--- config.mk ---
export PLATFORM = sky130hd
export DESIGN_NAME = alu32_result_buf
export DESIGN_NICKNAME = d
export VERILOG_FILES = /design/src/rtl/alu32_pkg.sv /design/src/rtl/alu32_buf_mem.sv /design/src/rtl/alu32_result_buf.sv
export SDC_FILE = /design/constraint.sdc
export NUM_CORES = 1
export LEC_CHECK = 0
export BUFFER_PORTS_ARGS = -buffer_cell sky130_fd_sc_hd__buf_2
export CAP_MARGIN = 20
export CORE_MARGIN = 1
export CORE_UTILIZATION = 30
export DETAILED_ROUTE_END_ITERATION = 12
export SLEW_MARGIN = 10
export SYNTH_ARGS = -nofsm -noshare
export SYNTH_HDL_FRONTEND = slang
export SYNTH_SLANG_ARGS = --single-unit
--- constraint.sdc ---
create_clock -name clk -period 4.6 [get_ports clk]
set_clock_uncertainty 0.1 [all_clocks]
set_input_delay 0.23 -clock clk [delete_from_list [all_inputs] [get_ports clk]]
set_output_delay 0.23 -clock clk [all_outputs]
set_load 0.1 [all_outputs]
--- src/rtl/alu32_pkg.sv ---
`default_nettype none
// ============================================================================
// Module   : alu32_pkg
// Purpose  : Shared ALU op encodings, flag bit indices and entry field widths.
// Revision : 1.0 - initial release
// ============================================================================
package alu32_pkg;

    localparam logic [2:0] OP_NOTA = 3'b000;
    localparam logic [2:0] OP_NOTB = 3'b001;
    localparam logic [2:0] OP_AND  = 3'b010;
    localparam logic [2:0] OP_OR   = 3'b011;
    localparam logic [2:0] OP_XOR  = 3'b100;
    localparam logic [2:0] OP_XNOR = 3'b101;
    localparam logic [2:0] OP_ADD  = 3'b110;
    localparam logic [2:0] OP_SUB  = 3'b111;

    localparam int FLAG_N = 3;
    localparam int FLAG_Z = 2;
    localparam int FLAG_C = 1;
    localparam int FLAG_V = 0;

    localparam int OP_W   = 3;
    localparam int NZCV_W = 4;

    function automatic logic is_arith(input logic [2:0] op);
        return (op == OP_ADD) || (op == OP_SUB);
    endfunction

endpackage : alu32_pkg
`default_nettype wire

--- src/rtl/alu32_buf_mem.sv ---
`default_nettype none
// ============================================================================
// Module   : alu32_buf_mem
// Purpose  : DEPTH x (WIDTH+op+nzcv) storage, synchronous write, async read.
// Revision : 1.0 - initial release
// ============================================================================
module alu32_buf_mem
    import alu32_pkg::*;
#(
    parameter int WIDTH = 32,
    parameter int DEPTH = 4
) (
    input  logic                               clk,
    input  logic                               wr_en,
    input  logic [$clog2(DEPTH)-1:0]           wr_ptr,
    input  logic [WIDTH+OP_W+NZCV_W-1:0]       wr_data,
    input  logic [$clog2(DEPTH)-1:0]           rd_ptr,
    output logic [WIDTH+OP_W+NZCV_W-1:0]       rd_data
);

    localparam int C_ENTRY_W = WIDTH + OP_W + NZCV_W;

    // Storage carries no reset: validity is tracked entirely by the top's count.
    logic [C_ENTRY_W-1:0] mem_q [DEPTH];

    always_ff @(posedge clk) begin
        if (wr_en) begin
            mem_q[wr_ptr] <= wr_data;
        end
    end

    assign rd_data = mem_q[rd_ptr];

endmodule : alu32_buf_mem
`default_nettype wire

--- src/rtl/alu32_result_buf.sv ---
`default_nettype none
// ============================================================================
// Module   : alu32_result_buf
// Purpose  : Valid/ready FIFO behind the 32-bit ALU plus architectural NZCV.
//            Optional sticky overflow enabled by macro ALU32_STICKY_V_EN.
// Revision : 1.0 - initial release
// ============================================================================
module alu32_result_buf
    import alu32_pkg::*;
#(
    parameter int WIDTH = 32,
    parameter int DEPTH = 4
) (
    input  logic                       clk,
    input  logic                       reset_n,
    input  logic                       flush,
    input  logic                       in_valid,
    output logic                       in_ready,
    input  logic [2:0]                 in_op,
    input  logic [WIDTH-1:0]           in_result,
    input  logic                       in_n,
    input  logic                       in_z,
    input  logic                       in_c,
    input  logic                       in_v,
    output logic                       out_valid,
    input  logic                       out_ready,
    output logic [2:0]                 out_op,
    output logic [WIDTH-1:0]           out_result,
    output logic [3:0]                 out_nzcv,
    output logic [$clog2(DEPTH):0]     count,
    output logic [3:0]                 flag_nzcv,
    output logic                       sticky_v
);

    localparam int                C_PTR_W   = $clog2(DEPTH);
    localparam int                C_CNT_W   = C_PTR_W + 1;
    localparam int                C_ENTRY_W = WIDTH + OP_W + NZCV_W;
    localparam logic [C_CNT_W-1:0] C_FULL   = C_CNT_W'(DEPTH);

    logic [C_PTR_W-1:0]   wr_ptr_q, wr_ptr_d;
    logic [C_PTR_W-1:0]   rd_ptr_q, rd_ptr_d;
    logic [C_CNT_W-1:0]   count_q,  count_d;
    logic [3:0]           flags_q,  flags_d;
    logic                 push, pop;
    logic [C_ENTRY_W-1:0] wr_data, rd_data;

    // Handshake depends on registered occupancy only.
    assign in_ready  = (count_q != C_FULL);
    assign out_valid = (count_q != '0);
    assign push      = in_valid & in_ready & ~flush;
    assign pop       = out_valid & out_ready & ~flush;

    assign wr_data = {in_op, in_result, in_n, in_z, in_c, in_v};

    alu32_buf_mem #(
        .WIDTH (WIDTH),
        .DEPTH (DEPTH)
    ) u_mem (
        .clk     (clk),
        .wr_en   (push),
        .wr_ptr  (wr_ptr_q),
        .wr_data (wr_data),
        .rd_ptr  (rd_ptr_q),
        .rd_data (rd_data)
    );

    assign out_op     = rd_data[C_ENTRY_W-1 -: OP_W];
    assign out_result = rd_data[NZCV_W +: WIDTH];
    assign out_nzcv   = rd_data[NZCV_W-1:0];
    assign count      = count_q;

    always_comb begin
        wr_ptr_d = wr_ptr_q;
        rd_ptr_d = rd_ptr_q;
        count_d  = count_q;
        if (flush) begin
            wr_ptr_d = '0;
            rd_ptr_d = '0;
            count_d  = '0;
        end else begin
            if (push) wr_ptr_d = wr_ptr_q + C_PTR_W'(1);
            if (pop)  rd_ptr_d = rd_ptr_q + C_PTR_W'(1);
            case ({push, pop})
                2'b10:   count_d = count_q + C_CNT_W'(1);
                2'b01:   count_d = count_q - C_CNT_W'(1);
                default: count_d = count_q;
            endcase
        end
    end

    // Flags follow issue order; logic ops leave C and V untouched.
    always_comb begin
        flags_d = flags_q;
        if (push) begin
            flags_d[FLAG_N] = in_n;
            flags_d[FLAG_Z] = in_z;
            if (is_arith(in_op)) begin
                flags_d[FLAG_C] = in_c;
                flags_d[FLAG_V] = in_v;
            end
        end
    end

    always_ff @(posedge clk or negedge reset_n) begin
        if (!reset_n) begin
            wr_ptr_q <= '0;
            rd_ptr_q <= '0;
            count_q  <= '0;
            flags_q  <= '0;
        end else begin
            wr_ptr_q <= wr_ptr_d;
            rd_ptr_q <= rd_ptr_d;
            count_q  <= count_d;
            flags_q  <= flags_d;
        end
    end

`ifdef ALU32_STICKY_V_EN
    logic sticky_v_q, sticky_v_d;

    always_comb begin
        sticky_v_d = sticky_v_q | (push & is_arith(in_op) & in_v);
    end

    always_ff @(posedge clk or negedge reset_n) begin
        if (!reset_n) begin
            sticky_v_q <= 1'b0;
        end else begin
            sticky_v_q <= sticky_v_d;
        end
    end

    assign sticky_v  = sticky_v_q;
    assign flag_nzcv = {flags_q[3:1], flags_q[FLAG_V] | sticky_v_q};
`else
    assign sticky_v  = 1'b0;
    assign flag_nzcv = flags_q;
`endif

endmodule : alu32_result_buf
`default_nettype wire

==> results of run 1 <==
## worst paths after layout
check	end	cells after the start
min	rd_ptr_q[0]$_DFFE_PN0P_	2
max in group asynchronous	rd_ptr_q[0]$_DFFE_PN0P_	2
max reg2reg	u_mem.mem_q[3][14]$_DFFE_PP_	4
max	out_nzcv[2]	2
min in group asynchronous	count[2]$_DFFE_PN0P_	2
min reg2reg	flag_nzcv[0]$_DFFE_PN0P_	1
## placed cells by master, fill, tap and decap left out, drive strengths merged, types with 3 or more instances in the layout
cell type	count
bufinv	3
a21oi	5
mux4	39
buf	95
ha	4
nand2b	3
and2	4
dlygate4sd3	40
o21ai	3
mux2	4
edfxtp	156
nand3	3
clkinv	7
nor2	5
inv	6
dfrtp	11
clkbuf	19
## registers in the layout (all words and copies together) (netlist names)
register / count
rd_ptr_q: 2
count: 3
wr_ptr_q: 2
flag_nzcv: 4
u_mem.mem_q: 156
## layer usage
layer	vias up	routed length, um
li1	1444	-
met1	1657	5330
met2	79	6250
met3	19	564
met4	0	232
met5	-	0
## logic make-up (layout without fill, tap and decap cells)
family,Yosys count,after routing,synth area share
flops,167,167,0.771
mux,43,43,0.144
simple gates,26,26,0.0294
buf+inv,22,171,0.0210
compound gates,17,17,0.0195
fa+ha+maj,5,5,0.0109
xor+xnor,3,3,0.00409
other cells,1,1,0.000583
## power breakdown
part | switching (mW) | internal (mW) | leakage [nW]
Clock | 0.543 | 0.839 | 0.277
Combinational | 0.704 | 0.214 | 0.923
Sequential | 0.0769 | 1.72 | 1.55
## worst max-delay path: stages (launching register included)
cell and delay (ps):
sky130_fd_sc_hd__dfrtp_4 990, sky130_fd_sc_hd__mux4_2 640, sky130_fd_sc_hd__buf_2 320
## layout make-up
type	instances	area (um^2)	area share
multi-input cells	95	1340	0.165
repair buffers	135	886	0.109
clock inverters	11	134	0.0165
flip-flops and latches	167	4960	0.611
inverters	6	22.5	0.00277
well taps	275	344	0.0423
clock buffers	19	433	0.0533
## stage by stage
step / cell area [um^2] / setup WS, ps / hold WS [ps] / cells
floorplan: 6430 / 1630 / -166 / 284
global placement: 7160 / 2220 / 15.2 / 638
detailed placement: 7160 / 2160 / 19.5 / 638
CTS: 8130 / 1770 / 43.1 / 708
global route: 8130 / 1700 / 69.7 / 708
finish: 8130 / 1870 / 67.9 / 708
==> results.toml, run 1 <==
[clock_network]
cts_made_buffers = 17
htreeDepth = 4
cts-resized-gates = 0
ctsLongestPathBuffers = 2
cts_tree = "built"
cts.root.buffer_cell = "sky130_fd_sc_hd__clkbuf_16"
clock_sink_count = 167
postCtsSetupBuffers = 0
post_cts_hold_buffer_count = 40
clock_latency_on_the_worst_skew_pair_ps = 430
worst_setup_hold_path_clk_slew_ps = 60

[timing]
post-route-min-period_ps = 2730
setup_violations_final = 0
finalMaxSlewViolations = 0
setup_repair_after_global_routing_missed_its_margin = "false"
final.period_utilization = 0.594
max_freq_ghz = 0.366
tightest_slew_ps = 1060
setup-tns-final_ps = 0
hold_viol_final = 0
slew_headroom = 0.293

[yosys]
synthTopCellsByCount = "156 x sky130_fd_sc_hd__edfxtp_1, 39 x sky130_fd_sc_hd__mux4_2, 11 x sky130_fd_sc_hd__dfrtp_1"
synth_area_leader_cell = "sky130_fd_sc_hd__edfxtp_1"
synth_top_cell_area_share = 0.728
postSynthNetCount = 333
post_synth_num_cell_types = 39
post_synth_main_area_contributors = "sky130_fd_sc_hd__edfxtp_1 73%, sky130_fd_sc_hd__mux4_2 14%, sky130_fd_sc_hd__dfrtp_1 4.3%"
yosysWarningCount = 0
syn_area_um2 = 6430
postSynthRegisterBits = 167
ys_seq_area_frac = 0.771
postSynth.topFlopCell = "sky130_fd_sc_hd__edfxtp_1"
synthCells = 284
synth_area_per_cell_um2 = 22.6
synth_enable_flop_cells = 156
synth-async-reset-ratio = 0.0659
yosys.cell_count.top_type = "sky130_fd_sc_hd__edfxtp_1"

[floorplan]
initial_utilization = 0.306
std_cell_rows = 53
die_h_um = 148
floorplan.die_area_um2 = 22000
io-pin-count = 93
die_width_um = 148
floorplan.core_area_um2 = 21000

[global_route]
met3_usage_grt = 0.0347
grt_pass1_vias = 3424
largest_net_degree_at_the_start_of_global_routing = 42
gr-max-usage-layer = "met2"
global_route.usage.total = 0.120
global_route.overflow_total = 0
grtUsageMet1 = 0.143
initial_antenna_violation_count = 0
groute.layer.met2.usage = 0.200
global_route_wire_length_before_repair_um = 19100

[detailed_routing]
detail_route.vias_per_cell = 4.52
drt-total-wl_um = 12400
detail_route.first_pass.iterations = 5
remaining_drc_errors = 0
postRouteAntennaNets = 0
first_iter_violations = 265
dr_vias = 3199
wire_per_inst_um = 17.5

[critical_path]
critPathLaunchType = "flip-flop"
crit_fanout = 41
regToRegStartpoint = "count[0]$_DFFE_PN0P_"
endpoint_kind = "output pin"
critical_path.startpoint = "rd_ptr_q[0]$_DFFE_PN0P_"
worst-r2r-setup-slack_ps = 2210
worst_ep_arrival_time_ps = 2400
worst-setup-path-type = "flip-flop to output pin"
timing.critical_path.required_ps = 4270

[pwr]
power.leakage_nw = 2.76
worst_ir_drop_vdd_v = 0.000286
totalPowerFinal_mw = 4.10
power_density_nw_per_um2 = 505

[place]
port_buffers = 91
dp.final_hpwl_um = 7550
gp_routability_congestion = 0.766

[min_path]
min-delay-start = "flush"
min_path_type = "input port to flip-flop"

[layout]
fillers = 1901
final_layout_size_suffix_gt1_frac = 0.400
final_core_util = 0.387
num-nets-final = 471
area.growth.synth_to_final_pct = 26.3
insertedDiodeCount = 0

[run]
maximum_capacitance_violations = 0

[run_status]
result_of_the_run = "completed"
Note: power is estimated with default switching activity, not from simulation.
==> run 2, diff against run 1 <==
==> constraint.sdc (replaced) <==
create_clock -name clk -period 2.7 [get_ports clk]
set_clock_uncertainty 0.1 [all_clocks]
set_input_delay 0.135 -clock clk [delete_from_list [all_inputs] [get_ports clk]]
set_output_delay 0.135 -clock clk [all_outputs]
set_load 0.1 [all_outputs]
==> run 2 against run 1 <==
Against the previous run: global-route usage decreased by 0.20 points; critical path type unchanged; highest routed layer unchanged; count of clock-buffer cells in the layout decreased by 2; wire length decreased by 0.65%; register-to-register slack got worse by 1700 ps; non-clock buffer count increased by 8; clock power increased by 70%; sequential power increased by 68%; cell area increased by 1.8%; sequential share of layout area decreased by 1.1 points; via count increased by 2.1%.
==> results.toml, run 2 (synthesis gave the netlist of run 1 again) <==
[run_status]
result_of_the_run = "completed"

[place]
gp_routability_congestion = 0.809
dp.final_hpwl_um = 7530
cell_area_after_placement_um2 = 7250
dp_slack_ps = 523
dp.cells = 642
port_buffers = 91

[clock_network]
postCtsSetupBuffers = 0
ctsLongestPathBuffers = 2
cts.root.buffer_cell = "sky130_fd_sc_hd__clkbuf_16"
cts_made_buffers = 17
htreeDepth = 4
clock_latency_on_the_worst_skew_pair_ps = 420
cts_tree = "built"
cts-resized-gates = 0
worst_setup_hold_path_clk_slew_ps = 60
clock_sink_count = 167

[timing]
fin_hold_ws_ps = 68.5
hold_viol_final = 0
setup_violations_final = 0
final.period_utilization = 0.920
post-route-min-period_ps = 2480
max_freq_ghz = 0.403
final.setup.worst_slack_ps = 217
finalMaxSlewViolations = 0
setup_repair_after_global_routing_missed_its_margin = "false"
slew_headroom = 0.655
tightest_slew_ps = 521
setup-tns-final_ps = 0

[detailed_routing]
wire_per_inst_um = 17.1
remaining_drc_errors = 0
detail_route.first_pass.iterations = 4
drt-total-wl_um = 12300
first_iter_violations = 140
detail_route.vias_per_cell = 4.55
postRouteAntennaNets = 0
dr_vias = 3265

[layout]
fin_cells = 718
final_cell_area_um2 = 8270
num-nets-final = 479
largest_register_ff_count = 156
fillers = 1891
layout_commonest_cell = "sky130_fd_sc_hd__edfxtp_1"
area.growth.synth_to_final_pct = 28.6
insertedDiodeCount = 0
max_flop_register = "u_mem.mem_q"
final_layout_size_suffix_gt1_frac = 0.411
layout_common_cells = "156 x sky130_fd_sc_hd__edfxtp_1, 91 x sky130_fd_sc_hd__buf_2, 44 x sky130_fd_sc_hd__dlygate4sd3_1"

[floorplan]
die_h_um = 148
initial_utilization = 0.306
std_cell_rows = 53
floorplan.die_area_um2 = 22000
floorplan.core_area_um2 = 21000
die_width_um = 148
io-pin-count = 93

[global_route]
initial_antenna_violation_count = 0
largest_net_degree_at_the_start_of_global_routing = 40
grt_pass1_vias = 3402
global_route.overflow_total = 0
global_route.usage.total = 0.118
global_route_wire_length_before_repair_um = 19000

[critical_path]
worst-setup-path-type = "flip-flop to output pin"
delay_of_the_slowest_critical_path_stage_ps = 700
timing.critical_path.required_ps = 2470
worst-r2r-setup-slack_ps = 510
cp_num_cells = 3
endpoint_kind = "output pin"
critical_path_buf_inv_count = 2
critPathLaunchType = "flip-flop"
worst_r2r_path_depth = 5
worstReg2RegEnd = "count[1]$_DFFE_PN0P_"
critical-path-top-delay-family = "flip-flops"
crit_fanout = 20
worst_ep_arrival_time_ps = 2250
worstPathCellList = "buf_12 -> mux4_2 -> buf_2"
regToRegStartpoint = "count[0]$_DFFE_PN0P_"
critical-path-slowest-cell = "sky130_fd_sc_hd__dfrtp_4"

[min_path]
min-delay-start = "out_ready"
timing.hold.worst_path_depth = 3
min_to = "count[1]$_DFFE_PN0P_"
min_path_type = "input port to flip-flop"

[pwr]
worst_ir_drop_vdd_v = 0.000443
power_density_nw_per_um2 = 847
power.leakage_nw = 2.81

[run]
maximum_capacitance_violations = 0
## run 2: cell count changes in the layout (fill, tap and decap cells not counted), sizes merged
cell / before / now
bufinv: 3 / 2
clkinvlp: 1 / 3
buf: 95 / 99
inv: 6 / 8
clkinv: 7 / 8
clkbuf: 19 / 17
dlygate4sd3: 40 / 44
## run 2: through the flow
stage	total power, mW	utilization
floorplan	4.41	-
detailed placement	4.69	0.345
CTS	7.10	0.393
global route	7.24	0.393
finish	7.00	0.393
global placement	4.67	0.345
## run 2: worst min-delay path, stage by stage
cell	delay, ps
sky130_fd_sc_hd__buf_2	180
sky130_fd_sc_hd__nor2_1	150
sky130_fd_sc_hd__a2111oi_2	80
## run 2: worst max path at each step
stage | start | end
CTS | rd_ptr_q[0]$_DFFE_PN0P_ | out_op[2]
finish | rd_ptr_q[0]$_DFFE_PN0P_ | out_op[2]
detailed placement | count[0]$_DFFE_PN0P_ | count[1]$_DFFE_PN0P_
global route | rd_ptr_q[0]$_DFFE_PN0P_ | out_op[2]
floorplan | count[1]$_DFFE_PN0P_ | u_mem.mem_q[0][0]$_DFFE_PP_
global placement | count[1]$_DFFE_PN0P_ | count[1]$_DFFE_PN0P_
## run 2: report_power, final
| group | internal [mW] | switching [mW] | total (mW) |
|---|---|---|---|
| logic | 0.392 | 1.25 | 1.65 |
| registers | 2.93 | 0.0807 | 3.02 |
| clock network | 1.36 | 0.981 | 2.34 |
| total | 4.69 | 2.31 | 7.00 |
## run 2: area by class of cell
| type | instances | area [um^2] | area share |
|---|---|---|---|
| Timing Repair Buffer | 143 | 1020 | 0.123 |
| Clock inverter | 15 | 154 | 0.0186 |
| Tap cell | 275 | 344 | 0.0416 |
| Multi-Input combinational cell | 95 | 1340 | 0.162 |
| Sequential cell | 167 | 4960 | 0.600 |
| Clock buffer | 17 | 425 | 0.0514 |
| Inverter | 6 | 22.5 | 0.00272 |
## run 2: timing repair
action                                 4_1_cts  5_1_grt
setup endpoints to repair                    0        0
hold buffers                                44        0
endpoints found under the hold margin      178        0
## run 2: routing by layer
metal	routed length (um)	up-vias	global-route usage
met5	0	-	0
met4	235	0	0.0598
met3	468	19	0.0282
met2	6220	72	0.194
met1	5370	1704	0.146
li1	-	1470	-
==> run 3, diff against run 2 <==
--- a/config.mk
+++ b/config.mk
@@ -5,6 +5,7 @@
 export SDC_FILE = /design/constraint.sdc
 export NUM_CORES = 1
 export LEC_CHECK = 0
+export ABC_AREA = 1
 export BUFFER_PORTS_ARGS = -buffer_cell sky130_fd_sc_hd__buf_2
 export CAP_MARGIN = 20
 export CORE_MARGIN = 1
==> run 3 against run 2 <==
Against the previous run: critical endpoint is now out_result[26]; sequential share of layout area fell by 4.6 points; worst setup slack improved by 23 ps; die area rose by 0.15%; wire length rose by 16%; sequential cell count did not move; register-to-register slack improved by 20 ps; first-iteration DRC count rose by 32%.
==> results.toml, run 3 <==
[yosys]
yosys.cell_count.top_type = "sky130_fd_sc_hd__edfxtp_1"
postSynthNetCount = 510
synth_area_leader_cell = "sky130_fd_sc_hd__edfxtp_1"
synthTopCellsByCount = "156 x sky130_fd_sc_hd__edfxtp_1, 83 x sky130_fd_sc_hd__nor2_1, 77 x sky130_fd_sc_hd__o21ai_0"
synth-async-reset-ratio = 0.0659
post_synth_main_area_contributors = "sky130_fd_sc_hd__edfxtp_1 73%, sky130_fd_sc_hd__o21ai_0 6.0%, sky130_fd_sc_hd__nor2_1 4.8%"
synth_enable_flop_cells = 156
postSynth.topFlopCell = "sky130_fd_sc_hd__edfxtp_1"
postSynthRegisterBits = 167
post_synth_num_cell_types = 26
synthCells = 461
ys_seq_area_frac = 0.770
synth_top_cell_area_share = 0.727
synth_area_per_cell_um2 = 14.0
yosysWarningCount = 0
syn_area_um2 = 6440

[timing]
fin_hold_ws_ps = 367
post-route-min-period_ps = 2460
setup_violations_final = 0
setup_repair_after_global_routing_missed_its_margin = "false"
max_freq_ghz = 0.407
final.period_utilization = 0.911
slew_headroom = 0.508
hold_viol_final = 0
finalMaxSlewViolations = 0
tightest_slew_ps = 737
setup-tns-final_ps = 0

[clock_network]
clock_latency_on_the_worst_skew_pair_ps = 420
cts_made_buffers = 17
cts_tree = "built"
htreeDepth = 4
postCtsSetupBuffers = 0
ctsLongestPathBuffers = 2
cts.root.buffer_cell = "sky130_fd_sc_hd__clkbuf_16"
clock_sink_count = 167
post_cts_hold_buffer_count = 45
worst_setup_hold_path_clk_slew_ps = 60
cts-resized-gates = 0

[detailed_routing]
postRouteAntennaNets = 0
detail_route.first_pass.iterations = 4
detail_route.vias_per_cell = 4.60
drt-total-wl_um = 14200
dr_vias = 4106
first_iter_violations = 185
wire_per_inst_um = 15.9
remaining_drc_errors = 0

[pwr]
swShare = 0.419
power.leakage_nw = 3.24
internal_power_contribution_mw = 5.87
net-switching-power_mw = 4.24
power_density_nw_per_um2 = 1130
seq_power_share = 0.307
combinationalPowerShare = 0.442
power.share.clock = 0.251
worst_ir_drop_vdd_v = 0.000632

[floorplan]
initial_utilization = 0.306
die_h_um = 149
floorplan.die_area_um2 = 22100
io-pin-count = 93
die_width_um = 149
std_cell_rows = 53
floorplan.core_area_um2 = 21000

[run]
maximum_capacitance_violations = 0

[critical_path]
worst_ep_arrival_time_ps = 2220
critPathLaunchType = "flip-flop"
worst-setup-path-type = "flip-flop to output pin"
crit_fanout = 79
endpoint_kind = "output pin"
timing.critical_path.required_ps = 2470

[layout]
max_flop_register = "u_mem.mem_q"
num-nets-final = 654
insertedDiodeCount = 0
layout_common_cells = "156 x sky130_fd_sc_hd__edfxtp_1, 79 x sky130_fd_sc_hd__nor2_1, 77 x sky130_fd_sc_hd__o21ai_0"
area.growth.synth_to_final_pct = 39.1
final_layout_size_suffix_gt1_frac = 0.259
layout_commonest_cell = "sky130_fd_sc_hd__edfxtp_1"
largest_register_ff_count = 156

[global_route]
global_route.usage.total = 0.135
grt_pass1_vias = 4040
largest_net_degree_at_the_start_of_global_routing = 80
global_route.overflow_total = 0
global_route_wire_length_before_repair_um = 22100
initial_antenna_violation_count = 0

[place]
gp_routability_congestion = 0.823
port_buffers = 91
dp.final_hpwl_um = 9000

[min_path]
min_path_type = "input port to flip-flop"

[run_status]
result_of_the_run = "completed"
run 3: cell types whose count changed in the layout (fill, tap and decap cells not counted), sizes merged, moves of 12 or more:
cell / before / now
mux4: 39 / 0
nor2: 5 / 85
nand2: 2 / 24
o22ai: 1 / 39
inv: 8 / 20
o21ai: 3 / 83
run 3: logic make-up (layout without fill, tap and decap cells):
family | Yosys count | after routing | share of synthesized area
xor gates and xnor gates | 1 | 1 | 0.00136
other | 1 | 1 | 0.000582
and+or+nand+nor | 117 | 117 | 0.0792
AOI/OAI and AO/OA | 127 | 127 | 0.110
DFF | 167 | 167 | 0.770
buffers and inverters | 43 | 200 | 0.0284
adders and majority gates | 5 | 5 | 0.0109
run 3: layer usage:
metal	global-route usage	wire, um	vias to the layer above
li1	-	-	1983
met1	0.164	6270	2023
met2	0.226	7130	86
met3	0.0405	610	14
met4	0.0515	192	0
met5	0	0	-
run 3: critical path, cell delays in order (launching register included):
cell                      delay, ps
sky130_fd_sc_hd__dfrtp_2        370
sky130_fd_sc_hd__buf_4          590
sky130_fd_sc_hd__o21ai_0        240
sky130_fd_sc_hd__o22ai_1        360
sky130_fd_sc_hd__buf_12         230
run 3: path summary, 6_finish.rpt:
path	cells past startpoint	from	slack (ps)	end
max	4	rd_ptr_q[0]$_DFFE_PN0P_	240	out_result[26]
min	2	in_result[5]	370	u_mem.mem_q[1][9]$_DFFE_PP_
max reg2reg	10	count[1]$_DFFE_PN0P_	530	count[2]$_DFFE_PN0P_
min reg2reg	2	flag_nzcv[2]$_DFFE_PN0P_	380	flag_nzcv[2]$_DFFE_PN0P_
max in group asynchronous	4	reset_n	920	count[2]$_DFFE_PN0P_
min in group asynchronous	3	reset_n	510	rd_ptr_q[1]$_DFFE_PN0P_
run 3: through the flow:
step	cells	utilization	cell area [um^2]	power, mW	setup slack (ps)
3_5_place_dp	816	0.375	7880	7.61	539
6_report	893	0.426	8960	10.1	241
5_1_grt	893	0.426	8960	10.5	90.9
2_1_floorplan	461	-	6490	6.09	102
4_1_cts	893	0.426	8960	10.2	191
3_3_place_gp	816	0.375	7880	7.56	629
run 3: power groups by stage:
stage / logic (mW) / clock network [mW] / registers [mW]
floorplan: 2.69 / 0 / 3.40
detailed placement: 4.45 / 0 / 3.16
CTS: 4.51 / 2.60 / 3.10
global placement: 4.42 / 0 / 3.14
global route: 4.65 / 2.70 / 3.12
finish: 4.47 / 2.53 / 3.10
run 3: final cells by class:
| type | count | area [um^2] |
|---|---|---|
| clock inverters | 15 | 199 |
| multi-input cells | 251 | 1340 |
| repair buffers | 151 | 1620 |
| well taps | 275 | 344 |
| clock buffers | 17 | 425 |
| flip-flops and latches | 167 | 4960 |
| fillers | 1873 | 12100 |
| inverters | 17 | 65.1 |
